==> src/rtl/cnt_seq_pkg.sv <==
// Shared types for the counter sequencer: FSM state encoding and the latched command.
// Latency: n/a (types only).
// Backpressure: n/a (types only).
package cnt_seq_pkg;

  // Width of the controlled counter; cmd_t fields are sized from it.
  localparam int CNT_N = 4;

  typedef enum logic [2:0] {
    IDLE  = 3'd0,
    CLR   = 3'd1,
    LOAD  = 3'd2,
    RUN   = 3'd3,
    PAUSE = 3'd4,
    DONE  = 3'd5
  } state_t;

  // One accepted run command, held for the whole run.
  typedef struct packed {
    logic [CNT_N-1:0] start;
    logic [CNT_N-1:0] stop;
    logic             up;
    logic             reload;
  } cmd_t;

endpackage

==> src/rtl/cnt_seq_ctrl.sv <==
// Sequencer driving an enable-less loadable up/down counter from start to end under tick_en.
// Latency: accept edge -> 1 LOAD cycle -> counter holds start; term is combinational on cnt_q == end.
// Backpressure: cmd_ready only in IDLE/DONE (and not during abort); requester holds cmd_valid otherwise.
module cnt_seq_ctrl
  import cnt_seq_pkg::*;
#(
  parameter int N      = CNT_N,  // must equal CNT_N, cmd_t is sized from it
  parameter int ITER_W = 8
) (
  input  logic              clk,
  input  logic              RESET_N,
  input  logic              cmd_valid,
  output logic              cmd_ready,
  input  logic [N-1:0]      cmd_start,
  input  logic [N-1:0]      cmd_end,
  input  logic              cmd_up,
  input  logic              cmd_reload,
  input  logic              tick_en,
  input  logic              pause,
  input  logic              abort,
  input  logic [N-1:0]      cnt_q,
  output logic              cnt_rst,
  output logic              cnt_ld,
  output logic              cnt_up,
  output logic [N-1:0]      cnt_din,
  output logic              busy,
  output logic              done,
  output logic              term,
  output logic [ITER_W-1:0] iter_cnt
);

  state_t state;
  state_t state_nxt;
  cmd_t   cmd_q;
  logic   accept;
  logic   iter_inc;

  // Next state and counter drive; the counter has no enable, so "hold" means reloading cnt_q.
  always_comb begin
    state_nxt = state;
    cnt_rst   = 1'b0;
    cnt_ld    = 1'b1;
    cnt_din   = cnt_q;
    term      = 1'b0;
    iter_inc  = 1'b0;
    accept    = 1'b0;
    // Ready is withdrawn while abort is high so a handshake is never dropped.
    cmd_ready = ((state == IDLE) || (state == DONE)) && !abort;

    if (abort) begin
      state_nxt = CLR;
    end else begin
      case (state)
        IDLE: begin
          if (cmd_valid) begin
            accept    = 1'b1;
            state_nxt = LOAD;
          end
        end
        CLR: begin
          cnt_rst   = 1'b1;
          cnt_ld    = 1'b0;
          state_nxt = IDLE;
        end
        LOAD: begin
          cnt_din   = cmd_q.start;
          state_nxt = RUN;
        end
        RUN: begin
          if (cnt_q == cmd_q.stop) begin
            term     = 1'b1;
            iter_inc = 1'b1;
            if (cmd_q.reload) begin
              cnt_din = cmd_q.start;
            end else begin
              state_nxt = DONE;
            end
          end else if (pause) begin
            state_nxt = PAUSE;
          end else if (tick_en) begin
            cnt_ld = 1'b0;
          end
        end
        PAUSE: begin
          if (!pause) begin
            state_nxt = RUN;
          end
        end
        DONE: begin
          if (cmd_valid) begin
            accept    = 1'b1;
            state_nxt = LOAD;
          end
        end
        default: begin
          state_nxt = IDLE;
        end
      endcase
    end

    // While reset is asserted the counter is held cleared and nothing else is driven.
    if (!RESET_N) begin
      state_nxt = IDLE;
      cnt_rst   = 1'b1;
      cnt_ld    = 1'b0;
      cnt_din   = '0;
      term      = 1'b0;
      iter_inc  = 1'b0;
      accept    = 1'b0;
      cmd_ready = 1'b0;
    end
  end

  // Status outputs decoded from state; the latched direction steers the counter.
  always_comb begin
    busy   = (state == LOAD) || (state == RUN) || (state == PAUSE);
    done   = (state == DONE);
    cnt_up = cmd_q.up;
  end

  // State register.
  always_ff @(posedge clk or negedge RESET_N) begin
    if (!RESET_N) begin
      state <= IDLE;
    end else begin
      state <= state_nxt;
    end
  end

  // Command latch and saturating completed-iteration counter (cleared by each new command).
  always_ff @(posedge clk or negedge RESET_N) begin
    if (!RESET_N) begin
      cmd_q    <= '0;
      iter_cnt <= '0;
    end else if (accept) begin
      cmd_q    <= '{start: cmd_start, stop: cmd_end, up: cmd_up, reload: cmd_reload};
      iter_cnt <= '0;
    end else if (iter_inc && (iter_cnt != '1)) begin
      iter_cnt <= iter_cnt + 1'b1;
    end
  end

endmodule

==> config.mk <==
export PLATFORM = sky130hd
export DESIGN_NAME = cnt_seq_ctrl
export DESIGN_NICKNAME = d
export VERILOG_FILES = /design/src/rtl/cnt_seq_pkg.sv /design/src/rtl/cnt_seq_ctrl.sv
export SDC_FILE = /design/constraint.sdc
export NUM_CORES = 1
export LEC_CHECK = 0
export CAP_MARGIN = 20
export CORE_MARGIN = 4
export CORE_UTILIZATION = 46
export CTS_CLUSTER_DIAMETER = 150
export CTS_CLUSTER_SIZE = 24
export DETAILED_ROUTE_END_ITERATION = 8
export GPL_TIMING_DRIVEN = 1
export PLACE_DENSITY_LB_ADDON = 0.08
export SLEW_MARGIN = 20
export SYNTH_ARGS = -nofsm -noshare
export SYNTH_HDL_FRONTEND = slang
export SYNTH_SLANG_ARGS = --single-unit
==> constraint.sdc <==
create_clock -name clk -period 2.7 [get_ports clk]
set_input_delay 0.54 -clock clk [delete_from_list [all_inputs] [get_ports clk]]
set_output_delay 0.54 -clock clk [all_outputs]
set_load 0.02 [all_outputs]
# Word-level counts from Yosys, hierarchy flattened
# Index checks and enable logic that the tools add are counted.
word_totals:
  reg_bits: 21
  latch_bits: 0
  ram_bits: 0
  rom_bits: 0
  input_bits: 20
  out_inout_bits: 19
  wordCells: 61
  memories: 0
op_classes:
  add_sub_neg: 1
  multipliers: 0
  n_div: 0
  n_lt_le_gt_ge: 0
  eq_ne: 11
  n_shift: 0
  n_mux: 33
  n_bitwise: 0
  reduce_logical: 10
ops:
  columns: ["operator", "n"]
  rows:
  - ["$mux W3", 7]
  - ["$mux W1", 17]
  - ["$mux W4", 4]
  - ["$mux W8", 2]
  - ["$pmux W3 S4", 1]
  - ["$ne A5 B5 Y1 const B", 2]
  - ["$add A8 B1 Y8 const B", 1]
  - ["$ne A8 B8 Y1 const B", 1]
  - ["$pmux W4 S2", 1]
  - ["$eq A3 B2 Y1 const B", 2]
  - ["$eq A3 B3 Y1 const B", 2]
  - ["$eq A4 B4 Y1", 1]
  - ["$ne A4 B2 Y1 const B", 1]
  - ["$ne A4 B4 Y1 const B", 1]
  - ["$reduce_and A4 Y1", 1]
  - ["$eq A3 B1 Y1 const B", 1]
  - ["$logic_not A3 Y1", 1]
  - ["$logic_or A1 B1 Y1", 3]
  - ["$logic_and A1 B1 Y1", 2]
  - ["$pmux W1 S2", 1]
  - ["$reduce_bool A2 Y1", 1]
  - ["$reduce_or A2 Y1", 1]
  - ["$logic_not A1 Y1", 1]

# Logic depth before layout (Yosys ltp)
# Gate-level depths: netlist of the first run.
depth:
  ltp_word: 8
  depth_mapped: 7
  ltp_nobuf: 6

# Worst setup path before layout of the first run
# No wires, ideal clock.
synth_path:
  kind: "input port to output port"
  start: "input port cnt_q[2]"
  end: "output port cnt_din[0]"
  arrival_time_ps: 1843
  t_required_ps: 2160
  path_slack_ps: 317
  path_stages: 6
  n_path_buf: 1
  path_cell_list: "xnor2_2 nand4_4 o21ai_0 and3b_1 clkbuf_1 mux2i_1"
synth_between:
  elab_chain_cells: 5
synth_lines:
  columns: ["element", "line", "source"]
  rows:
  - ["start, declared", "cnt_seq_ctrl.sv:21", "input logic [N-1:0] cnt_q,"]
  - ["$eq A4 B4 Y1", "cnt_seq_ctrl.sv:70", "if (cnt_q == cmd_q.stop) begin"]
  - ["$mux W4", "cnt_seq_ctrl.sv:70", null]
  - ["$pmux W4 S2", "cnt_seq_ctrl.sv:53", "case (state)"]
  - ["$mux W4", "cnt_seq_ctrl.sv:50", "if (abort) begin"]
  - ["$mux W4", "cnt_seq_ctrl.sv:102", "if (!RESET_N) begin"]
  - ["end, declared", "cnt_seq_ctrl.sv:25", "output logic [N-1:0] cnt_din,"]
# Every way passes these cells.

# Final worst setup path of the first run
layout_path:
  start: "input port cnt_q[2]"
  end: "output port cnt_din[3]"
# Same word-level chain as after synthesis.

==> insert_results.sql, run 1 <==
INSERT INTO impl_metrics (metric_group, metric, value, unit) VALUES
('floorplanning', 'floorplan.die_area', '3710', 'µm²'),
('setup_path', 'cp_top_family', 'buffers and inverters', ''),
('cts', 'cts-htree-levels', '1', ''),
('cts', 'clock_latency', '0.30', 'ns'),
('grt', 'global_route_wire_length_before_repair', '5150', 'µm'),
('yosys', 'ys_top_cells_by_area', 'dfrtp_1 (41%), nand2_1 (12%), mux2i_1 (7.8%)', ''),
('timing', 'finalCriticalPeriod', '2.54', 'ns'),
('drt', 'drc_errors', '0', ''),
('setup_path', 'arrival', '2.00', 'ns'),
('power', 'power_density', '419', 'nW/µm²'),
('timing', 'hold_viol', '0', ''),
('cts', 'hold_buffers', '0', ''),
('drt', 'route.vias.total', '1174', ''),
('floorplanning', 'floorplan.core_area', '2570', 'µm²'),
('layout', 'area_delta_synth_final', '38.0', '%'),
('floorplanning', 'start_util', '0.501', ''),
('layout', 'n_antenna_cell', '0', ''),
('cts', 'cts_root_buffer', 'clkbuf_4', ''),
('timing', 'max_slew_headroom_at_the_worst_pin', '0.717', ''),
('min_path', 'worst_hold_path_cells', '2', ''),
('status', 'run_status', 'complete, no violations', ''),
('floorplanning', 'pin_count', '39', ''),
('power', 'totalPowerFinal', '0.000744', 'W'),
('yosys', 'yosys_warnings', '0', ''),
('setup_path', 'path_cells', 'dlygate4sd2_1 -> xnor2_2 -> nand4_4 -> o21ai_0 -> and3b_2 -> buf_4 -> mux2i_1 -> buf_2', ''),
('setup_path', 'crit_type', 'primary input to output port', ''),
('layout', 'mostFrequentLayoutCells', 'nand2_1 (40), clkdlybuf4s50_1 (26), dfrtp_1 (21)', ''),
('setup_path', 'rr_worst_depth', '6', ''),
('grt', 'grt_pass1_vias', '1164', ''),
('drt', 'drt-vias-per-instance', '5.31', ''),
('drt', 'detail-route-antenna-nets', '0', ''),
('layout', 'layout_commonest_cell', 'nand2_1', ''),
('place', 'detailedPlacementHpwl', '2410', 'µm'),
('power', 'seq_power_share', '0.514', ''),
('setup_path', 'timing.critical_path.from_type', 'primary input', ''),
('yosys', 'total_standard_cell_area_after_synthesis', '1290', 'µm²'),
('cts', 'clockBufferDepth', '2', ''),
('min_path', 'worst_hold_path_type', 'register to register', ''),
('power', 'cellInternalPower', '0.000515', 'W'),
('floorplanning', 'dieWidth', '60.9', 'µm'),
('layout', 'nNetsFinal', '213', ''),
('setup_path', 'register_to_register_setup_slack', '0.53', 'ns'),
('power', 'share_of_power_burned_in_the_clock_network', '0.205', ''),
('setup_path', 'worst-path-buf-inv', '3', ''),
('grt', 'grt_overflow_total', '0', ''),
('timing', 'timing.final.ws_setup', '0.162', 'ns'),
('timing', 'final.hold.worst_slack', '0.485', 'ns'),
('setup_path', 'startpoint_of_the_worst_register_to_register_path', 'iter_cnt[0]', ''),
('grt', 'grt_antenna_before_repair', '0', ''),
('timing', 'max_freq', '394', 'MHz'),
('power', 'power_switching_share', '0.308', ''),
('power', 'peakVddDrop', '0.000409', 'V'),
('power', 'comb_power_share', '0.281', ''),
('power', 'p_sw', '0.000229', 'W'),
('grt', 'grt_max_degree', '20', ''),
('setup_path', 'critical_path.max_stage_delay', '0.27', 'ns'),
('floorplanning', 'placement_rows', '18', ''),
('yosys', 'synth_enable_flop_cells', '0', ''),
('run', 'drv_cap', '0', ''),
('drt', 'drt_first_iter_violations', '18', ''),
('setup_path', 'slowest_stage', 'dlygate4sd2_1', ''),
('timing', 'tightest_slew', '0.423', 'ns'),
('drt', 'average_wire_per_cell_in_the_routed_design', '14.4', 'µm'),
('yosys', 'postSynth.topFlopCell', 'dfrtp_1', ''),
('power', 'power_leakage', '0.843', 'nW'),
('yosys', 'post-synth-top-area-fraction', '0.409', ''),
('place', 'last_weighted_congestion_value_of_the_routability_driven_placer', '0.835', ''),
('floorplanning', 'fp.dieH', '60.9', 'µm'),
('place', 'dp_slack', '-0.511', 'ns'),
('cts', 'numCtsBuffers', '3', ''),
('yosys', 'syn-mean-instance-area', '9.06', 'µm²');
## Yosys cell counts (2+ instances only)
cell type,number
a21oi_1,4
and3_1,3
clkbuf_1,4
dfrtp_1,21
inv_1,6
mux2i_1,10
nand2_1,40
nand2b_1,3
nand3_1,2
nor2_1,8
nor3_1,2
o21ai_0,5
o31ai_1,3
or4_1,2
xnor2_1,3
xnor2_2,4
## worst min-delay path, stage by stage (launching register included)
cell,delay [ns]
dfrtp_1,0.36
nand2_1,0.05
nand2_1,0.05
## per-layer routing
metal  up-vias  global-route usage  share of wire
met2        39               0.304           0.44
met4         0              0.0712          0.022
li1        579                   -              -
met5         -                   0              0
met3         6              0.0191          0.044
met1       550               0.255           0.49
## worst max path at each step
stage | from | cells after the start | endpoint | slack [ns]
2_1_floorplan | cnt_q[2] | 6 | cnt_din[0] | 0.32
3_3_place_gp | cnt_q[2] | 7 | cnt_din[0] | -0.47
3_5_place_dp | cnt_q[2] | 7 | cnt_din[2] | -0.51
4_1_cts | cnt_q[2] | 8 | cnt_din[0] | 0.19
5_1_grt | cnt_q[2] | 8 | cnt_din[0] | 0.04
6_report | cnt_q[2] | 8 | cnt_din[3] | 0.16
## repair_timing
action                     in CTS  in global routing
buffers inserted                2                  0
gates resized for setup        27                  0
setup endpoints to repair       8                  0
## kinds of logic (layout without fill, tap and decap cells)
family / Yosys count / in the layout / share of synthesized area
and+or+nand+nor: 72 / 72 / 0.300
DFF: 21 / 21 / 0.409
AOI/OAI and AO/OA: 18 / 18 / 0.0876
buffers and inverters: 12 / 61 / 0.0389
muxes: 10 / 10 / 0.0778
xor gates and xnor gates: 8 / 8 / 0.0778
adders and majority gates: 1 / 1 / 0.00973
## per-stage QoR
stage               utilization  cell area, µm²  std cells  setup TNS (ns)
finish                    0.692            1780        221               0
global route              0.692            1780        221               0
CTS                       0.692            1780        221               0
detailed placement        0.685            1760        215           -2.62
global placement          0.685            1760        215           -2.26
floorplan                     -            1290        142               0
## registers in the layout (all words and copies together) (netlist names)
register and flops:
cmd_q 9, cnt_up 1, iter_cnt 8, state 3
## power groups by stage
stage	sequential (W)	clock, W	combinational, W
4_1_cts	0.000382	0.000159	0.000211
6_report	0.000382	0.000152	0.000209
2_1_floorplan	0.000386	0	0.000121
3_5_place_dp	0.000389	0	0.000216
5_1_grt	0.000387	0.000172	0.000231
3_3_place_gp	0.000386	0	0.000210
## cell type report
class                           count  area, µm²
Clock buffer                        4       26.3
Fill cell                         216        792
Inverter                            6       22.5
Multi-Input combinational cell    109        712
Sequential cell                    21        526
Tap cell                           30       37.5
Timing Repair Buffer               51        452
Power figures use the tool's default switching activity.
==> inputs of run 2 (changes only) <==
--- a/config.mk
+++ b/config.mk
@@ -5,9 +5,10 @@
 export SDC_FILE = /design/constraint.sdc
 export NUM_CORES = 1
 export LEC_CHECK = 0
+export ABC_AREA = 1
 export CAP_MARGIN = 20
-export CORE_MARGIN = 4
-export CORE_UTILIZATION = 46
+export CORE_MARGIN = 2
+export CORE_UTILIZATION = 48
 export CTS_CLUSTER_DIAMETER = 150
 export CTS_CLUSTER_SIZE = 24
 export DETAILED_ROUTE_END_ITERATION = 8
==> run 2 against run 1 <==
Total power rose by 37%. Core utilization rose by 1.3 points. First-iteration DRC count rose to 2.6 times the previous value. Hold slack improved by 0.010 ns. Count of clock-buffer cells in the layout did not move. Clock power rose by 5%. Combinational power rose by 100%. Worst setup slack got worse by 0.096 ns. Routed wire length rose by 11%. Register-to-register slack improved by 0.44 ns. Clock skew rose by 0.0088 ns. Global-route usage rose by 3.4 points. Critical endpoint is now cnt_rst. Largest cell class unchanged.
==> insert_results.sql, run 2 <==
INSERT INTO impl_metrics (metric_group, metric, value, unit) VALUES
('status', 'run_status', 'complete, no violations', ''),
('layout', 'nNetsFinal', '271', ''),
('yosys', 'synth_enable_flop_cells', '0', ''),
('yosys', 'yosysSeqAreaShare', '0.368', ''),
('timing', 'setup_violations', '0', ''),
('layout', 'biggestRegsByFlops', 'cmd_q x9, iter_cnt x8, state x3', ''),
('yosys', 'ys_types', '25', ''),
('power', 'totalPowerFinal', '0.00102', 'W'),
('timing', 'rsz_0062_raised_after_global_routing', 'false', ''),
('setup_path', 'arrival', '2.09', 'ns'),
('layout', 'post_route_cells_drive_above_1_share', '0.213', ''),
('timing', 'report.final.slew_viol_count', '0', ''),
('layout', 'largest_register_ffs', '9', ''),
('yosys', 'yosys.cell_count.top_type', 'nand2_1', ''),
('cts', 'numCtsBuffers', '3', ''),
('floorplanning', 'fp.dieH', '58.6', 'µm'),
('drt', 'route.vias.total', '1421', ''),
('setup_path', 'data_required_time_at_the_worst_endpoint', '2.16', 'ns'),
('drt', 'met2_wirelength', '1800', 'µm'),
('grt', 'grt_max_degree', '24', ''),
('place', 'placed_cells_incl_taps', '276', ''),
('floorplanning', 'start_util', '0.514', ''),
('cts', 'cts_root_buffer', 'clkbuf_4', ''),
('cts', 'clock_latency', '0.32', 'ns'),
('yosys', 'post-synth-top-area-fraction', '0.368', ''),
('floorplanning', 'floorplan.die_area', '3430', 'µm²'),
('timing', 'hold_viol', '0', ''),
('drt', 'drt-vias-per-instance', '5.08', ''),
('yosys', 'yosys_warnings', '0', ''),
('cts', 'cts_tree', 'built', ''),
('power', 'power_leakage', '1.04', 'nW'),
('timing', 'skew', '0.0112', 'ns'),
('layout', 'n_antenna_cell', '0', ''),
('floorplanning', 'placement_rows', '19', ''),
('timing', 'tightest_slew', '0.444', 'ns'),
('yosys', 'synth.largest_area_cell', 'dfrtp_1', ''),
('grt', 'global_route_wire_length_before_repair', '5750', 'µm'),
('yosys', 'syn-mean-instance-area', '7.33', 'µm²'),
('run', 'drv_cap', '0', ''),
('setup_path', 'cp_max_fo', '2', ''),
('timing', 'max_slew_headroom_at_the_worst_pin', '0.703', ''),
('yosys', 'ys_async_sr_fraction', '1.00', ''),
('drt', 'drc_errors', '0', ''),
('drt', 'postRouteWirelength', '3550', 'µm'),
('cts', 'clk_pin_slew', '0.13', 'ns'),
('floorplanning', 'dieWidth', '58.6', 'µm'),
('layout', 'area_delta_synth_final', '37.1', '%'),
('yosys', 'total_standard_cell_area_after_synthesis', '1430', 'µm²'),
('power', 'power_density', '522', 'nW/µm²'),
('drt', 'drt_first_pass_iters', '4', ''),
('drt', 'routedLengthMet1', '1520', 'µm'),
('yosys', 'mappedNetlistNets', '216', ''),
('layout', 'mostFrequentLayoutCells', 'nand2_1 (57), clkdlybuf4s50_1 (32), nor2_1 (24)', ''),
('setup_path', 'crit_type', 'primary input to output port', ''),
('yosys', 'postSynthCellCount', '195', ''),
('drt', 'detail-route-antenna-nets', '0', ''),
('place', 'detailedPlacementHpwl', '2750', 'µm'),
('cts', 'cts.repair_timing.setup_buffer_count', '0', ''),
('setup_path', 'end_kind', 'output port', ''),
('layout', 'final_util', '0.704', ''),
('timing', 'final_min_period_over_clock_period', '0.975', ''),
('drt', 'metal3_wl', '152', 'µm'),
('timing', 'max_freq', '380', 'MHz'),
('layout', 'top_register', 'cmd_q', ''),
('cts', 'cts-htree-levels', '1', ''),
('drt', 'average_wire_per_cell_in_the_routed_design', '12.7', 'µm'),
('min_path', 'worst_hold_path_type', 'register to register', ''),
('grt', 'gr-usage-all-layers', '0.221', ''),
('grt', 'grt_pass1_vias', '1368', ''),
('yosys', 'ys_top_cells_by_area', 'dfrtp_1 (37%), nand2_1 (15%), nor2_1 (6.3%)', ''),
('grt', 'grt_overflow_total', '0', ''),
('cts', 'cts_num_sinks', '21', ''),
('drt', 'drt_first_iter_violations', '46', ''),
('drt', 'top_layer_used', 'met4', ''),
('timing', 'finalCriticalPeriod', '2.63', 'ns'),
('floorplanning', 'pin_count', '39', ''),
('yosys', 'synth-seq-cells', '21', ''),
('yosys', 'synth.top_cells.by_count', 'nand2_1 (58), nor2_1 (24), inv_1 (22)', ''),
('power', 'peakVddDrop', '0.000430', 'V'),
('cts', 'clockBufferDepth', '2', ''),
('yosys', 'postSynth.topFlopCell', 'dfrtp_1', ''),
('place', 'last_weighted_congestion_value_of_the_routability_driven_placer', '0.834', ''),
('floorplanning', 'floorplan.core_area', '2780', 'µm²'),
('grt', 'grt_antenna_before_repair', '0', ''),
('layout', 'layout_commonest_cell', 'nand2_1', ''),
('place', 'io_buffers', '38', ''),
('setup_path', 'timing.critical_path.from_type', 'primary input', ''),
('layout', 'stdcell_count', '280', '');
-- run 2: changes by cell type in the layout (fill, tap and decap cells not counted), sizes merged, moves of 6 or more --
cell | previous run | this run
nand2 | 40 | 67
inv | 6 | 26
nor2 | 8 | 28
nand3 | 2 | 21
mux2i | 10 | 0
dlygate4sd2 | 7 | 0
o21ai | 5 | 12
xnor2 | 7 | 0
clkdlybuf4s50 | 26 | 32
-- run 2: path summary, 6_finish.rpt --
kind / slack [ns] / from / to / cells after the start
max reg2reg: 0.97 / state[0] / iter_cnt[4] / 10
max in group asynchronous: 1.73 / RESET_N / state[2] / 3
min reg2reg: 0.49 / cnt_up / cnt_up / 2
max: 0.07 / abort / cnt_rst / 6
min in group asynchronous: 0.60 / RESET_N / iter_cnt[7] / 2
min: 0.49 / cnt_up / cnt_up / 2
-- run 2: cell type report --
cell class	count	area [µm²]
fillers	247	822
multi-input cells	145	788
flip-flops and latches	21	526
repair buffers	53	480
inverters	26	100
well taps	31	38.8
clock buffers	4	26.3
-- run 2: per-stage QoR --
stage                     worst slack [ns]  hold slack (ns)  instance area, µm²  TNS, ns
after global routing               0.00673            0.526                1960        0
after global placement              -0.268            0.456                1950    -1.41
final                               0.0662            0.495                1960        0
after floorplan                      0.650            0.244                1430        0
after CTS                          0.00734            0.492                1970        0
after detailed placement            -0.286            0.464                1950    -1.48
-- run 2: power by group --
group,internal (W),switching (W)
combinational,0.000193,0.000229
clock,0.0000578,0.000101
sequential,0.000382,0.0000582
total,0.000633,0.000389
-- run 2: timing repair --
action,in CTS,in global routing
setup endpoints to repair,6,6
hold buffers,0,0
resized for setup,12,10
-- run 2: critical path, cell delays in order --
cell             delay, ns
clkdlybuf4s50_1       0.44
buf_4                 0.16
inv_1                 0.08
nand3_1               0.09
o21ai_0               0.15
clkdlybuf4s50_1       0.62
-- run 2: logic make-up (layout without fill, tap and decap cells) --
group / after synthesis / after routing / share of synthesized area
AND/OR/NAND/NOR: 119 / 119 / 0.419
XOR/XNOR: 4 / 4 / 0.0245
adder cells (fa/ha/maj): 1 / 1 / 0.00876
flip-flops: 21 / 21 / 0.368
buffers and inverters: 29 / 83 / 0.0893
AO/OA/AOI/OAI: 21 / 21 / 0.0911
-- run 2: per-layer routing --
layer / up-vias / global-route usage
met5: - / 0
met4: 0 / 0.0997
met3: 9 / 0.0242
met2: 42 / 0.393
met1: 649 / 0.266
li1: 721 / -
==> inputs of run 3 (changes only) <==
--- a/config.mk
+++ b/config.mk
@@ -5,14 +5,13 @@
 export SDC_FILE = /design/constraint.sdc
 export NUM_CORES = 1
 export LEC_CHECK = 0
-export ABC_AREA = 1
 export CAP_MARGIN = 20
 export CORE_MARGIN = 2
-export CORE_UTILIZATION = 48
+export CORE_UTILIZATION = 46
 export CTS_CLUSTER_DIAMETER = 150
 export CTS_CLUSTER_SIZE = 24
 export DETAILED_ROUTE_END_ITERATION = 8
-export GPL_TIMING_DRIVEN = 1
+export GPL_TIMING_DRIVEN = 0
 export PLACE_DENSITY_LB_ADDON = 0.08
 export SLEW_MARGIN = 20
 export SYNTH_ARGS = -nofsm -noshare
==> run 3 against run 2 <==
Routed wire length fell by 20%. Sequential share of layout area rose by 3.7 points. Critical path depth fell by 2. Highest routed layer unchanged. Sequential power fell by 13%. Count of clock-buffer cells in the layout fell by 1. Total power fell by 27%. Sequential cell count did not move. Fmax rose by 0.63%. Global-route usage fell by 2.5 points.
==> insert_results.sql, run 3 (synthesized netlist as in run 1, its figures left out) <==
INSERT INTO impl_metrics (metric_group, metric, value, unit) VALUES
('drt', 'top_layer_used', 'met4', ''),
('timing', 'final_min_period_over_clock_period', '0.969', ''),
('grt', 'grt_pass1_vias', '1137', ''),
('grt', 'gr-usage-all-layers', '0.195', ''),
('setup_path', 'crit-reg2reg-capture', 'iter_cnt[7]', ''),
('cts', 'clk_pin_slew', '0.12', 'ns'),
('layout', 'n_antenna_cell', '0', ''),
('drt', 'average_wire_per_cell_in_the_routed_design', '13.2', 'µm'),
('layout', 'layout_commonest_cell', 'nand2_1', ''),
('layout', 'largest_register_ffs', '9', ''),
('layout', 'post_layout_inst_area', '1720', 'µm²'),
('grt', 'global_route_wire_length_before_repair', '4990', 'µm'),
('timing', 'rsz_0062_raised_after_global_routing', 'false', ''),
('timing', 'setup_violations', '0', ''),
('setup_path', 'startpoint_of_the_worst_register_to_register_path', 'iter_cnt[0]', ''),
('drt', 'met2_wirelength', '1390', 'µm'),
('place', 'placed_cells_incl_taps', '211', ''),
('floorplanning', 'pin_count', '39', ''),
('place', 'io_buffers', '38', ''),
('place', 'dpl_cell_area', '1700', 'µm²'),
('place', 'last_weighted_congestion_value_of_the_routability_driven_placer', '0.830', ''),
('setup_path', 'register_to_register_setup_slack', '0.52', 'ns'),
('drt', 'drc_errors', '0', ''),
('layout', 'nFillCells', '257', ''),
('floorplanning', 'placement_rows', '19', ''),
('floorplanning', 'floorplan.die_area', '3240', 'µm²'),
('cts', 'clockBufferDepth', '2', ''),
('cts', 'clock_latency', '0.31', 'ns'),
('floorplanning', 'start_util', '0.475', ''),
('drt', 'routedLengthMet1', '1290', 'µm'),
('setup_path', 'timing.critical_path.from_type', 'primary input', ''),
('timing', 'hold_viol', '0', ''),
('setup_path', 'arrival', '2.08', 'ns'),
('layout', 'post_route_cells_drive_above_1_share', '0.124', ''),
('timing', 'max_slew_headroom_at_the_worst_pin', '0.616', ''),
('min_path', 'worst_hold_path_type', 'primary input to async pin', ''),
('run', 'drv_cap', '0', ''),
('cts', 'cts_tree', 'built', ''),
('floorplanning', 'dieWidth', '56.9', 'µm'),
('setup_path', 'critPathLaunch', 'abort', ''),
('timing', 'skew', '0.00384', 'ns'),
('layout', 'top_register', 'cmd_q', ''),
('drt', 'route.vias.total', '1126', ''),
('setup_path', 'crit_path_end', 'cnt_rst', ''),
('drt', 'detail-route-antenna-nets', '0', ''),
('setup_path', 'crit_type', 'primary input to output port', ''),
('timing', 'finalCriticalPeriod', '2.62', 'ns'),
('drt', 'drt-vias-per-instance', '5.21', ''),
('place', 'detailedPlacementHpwl', '2120', 'µm'),
('timing', 'setup_tns', '0', 'ns'),
('setup_path', 'end_kind', 'output port', ''),
('setup_path', 'data_required_time_at_the_worst_endpoint', '2.16', 'ns'),
('cts', 'cts-htree-levels', '1', ''),
('grt', 'grt_antenna_before_repair', '0', ''),
('power', 'power_leakage', '0.813', 'nW'),
('setup_path', 'cp_max_fo', '6', ''),
('layout', 'area_delta_synth_final', '33.9', '%'),
('status', 'run_status', 'complete, no violations', ''),
('drt', 'drt_first_iter_violations', '42', ''),
('cts', 'numCtsBuffers', '3', ''),
('floorplanning', 'floorplan.core_area', '2710', 'µm²'),
('timing', 'final.hold.worst_slack', '0.113', 'ns'),
('layout', 'stdcell_count', '216', ''),
('cts', 'cts_num_sinks', '21', ''),
('layout', 'nNetsFinal', '207', ''),
('floorplanning', 'fp.dieH', '56.9', 'µm'),
('layout', 'mostFrequentLayoutCells', 'nand2_1 (40), clkdlybuf4s50_1 (26), dfrtp_1 (21)', ''),
('drt', 'metal3_wl', '131', 'µm'),
('power', 'power_density', '431', 'nW/µm²'),
('grt', 'grt_overflow_total', '0', ''),
('timing', 'tightest_slew', '0.573', 'ns'),
('setup_path', 'rr_worst_depth', '6', ''),
('power', 'peakVddDrop', '0.000300', 'V'),
('grt', 'grt_max_degree', '27', ''),
('drt', 'drt_first_pass_iters', '4', ''),
('timing', 'max_freq', '382', 'MHz'),
('layout', 'biggestRegsByFlops', 'cmd_q x9, iter_cnt x8, state x3', ''),
('cts', 'cts_root_buffer', 'clkbuf_4', ''),
('drt', 'postRouteWirelength', '2850', 'µm'),
('timing', 'report.final.slew_viol_count', '0', '');
## run 3: changes by cell type in the layout (fill, tap and decap cells not counted), sizes merged, moves of 8 or more
cell   delta
nand3    -19
buf       -8
mux2i    +10
nand2    -27
inv      -20
nor2     -20
## run 3: area by class of cell
type | count | area, µm² | share of cell area
Buffer | 5 | 23.8 | 0.0138
Inverter | 6 | 22.5 | 0.0131
Sequential cell | 21 | 526 | 0.305
Timing Repair Buffer | 40 | 373 | 0.216
Clock inverter | 1 | 5.00 | 0.00290
Clock buffer | 3 | 22.5 | 0.0131
Multi-Input combinational cell | 109 | 712 | 0.413
Tap cell | 31 | 38.8 | 0.0225
## run 3: power breakdown
part / internal, W / leakage [nW] / switching [W]
combinational: 0.000101 / 0.518 / 0.000104
clock: 0.0000553 / 0.0177 / 0.000101
sequential: 0.000352 / 0.277 / 0.0000283
## run 3: layer usage
layer / up-vias / global-route usage
met4: 0 / 0.0831
li1: 568 / -
met3: 4 / 0.0346
met1: 528 / 0.266
met2: 26 / 0.304
met5: - / 0
## run 3: worst min path at each step
stage                  start  endpoint  slack (ns)  cells past startpoint
CTS                  RESET_N  state[0]        0.11                      1
finish               RESET_N  state[0]        0.11                      1
detailed placement  cmd_q[9]  cmd_q[9]        0.47                      2
floorplan            RESET_N  cmd_q[0]        0.24                      0
global placement      cnt_up    cnt_up        0.46                      2
global route         RESET_N  state[0]        0.12                      1
## run 3: critical path: stages
cell and delay (ns):
clkdlybuf4s50_1 0.49, nand2b_1 0.20, o31ai_1 0.20, clkdlybuf4s50_1 0.64
## run 3: what timing repair did
item / in CTS / in global routing
resized for setup: 24 / 4
endpoints found under the setup margin: 7 / 4
setup buffers: 2 / 0
pin swaps: 3 / 1
hold buffers: 0 / 0
## run 3: per-stage QoR
| step | total power (W) | util | setup WS (ns) |
|---|---|---|---|
| after floorplan | 0.000507 | - | 0.317 |
| after global placement | 0.000585 | 0.629 | -0.977 |
| after detailed placement | 0.000591 | 0.627 | -0.739 |
| after CTS | 0.000749 | 0.633 | 0.0136 |
| after global routing | 0.000785 | 0.636 | 0.0345 |
| final | 0.000743 | 0.636 | 0.0826 |
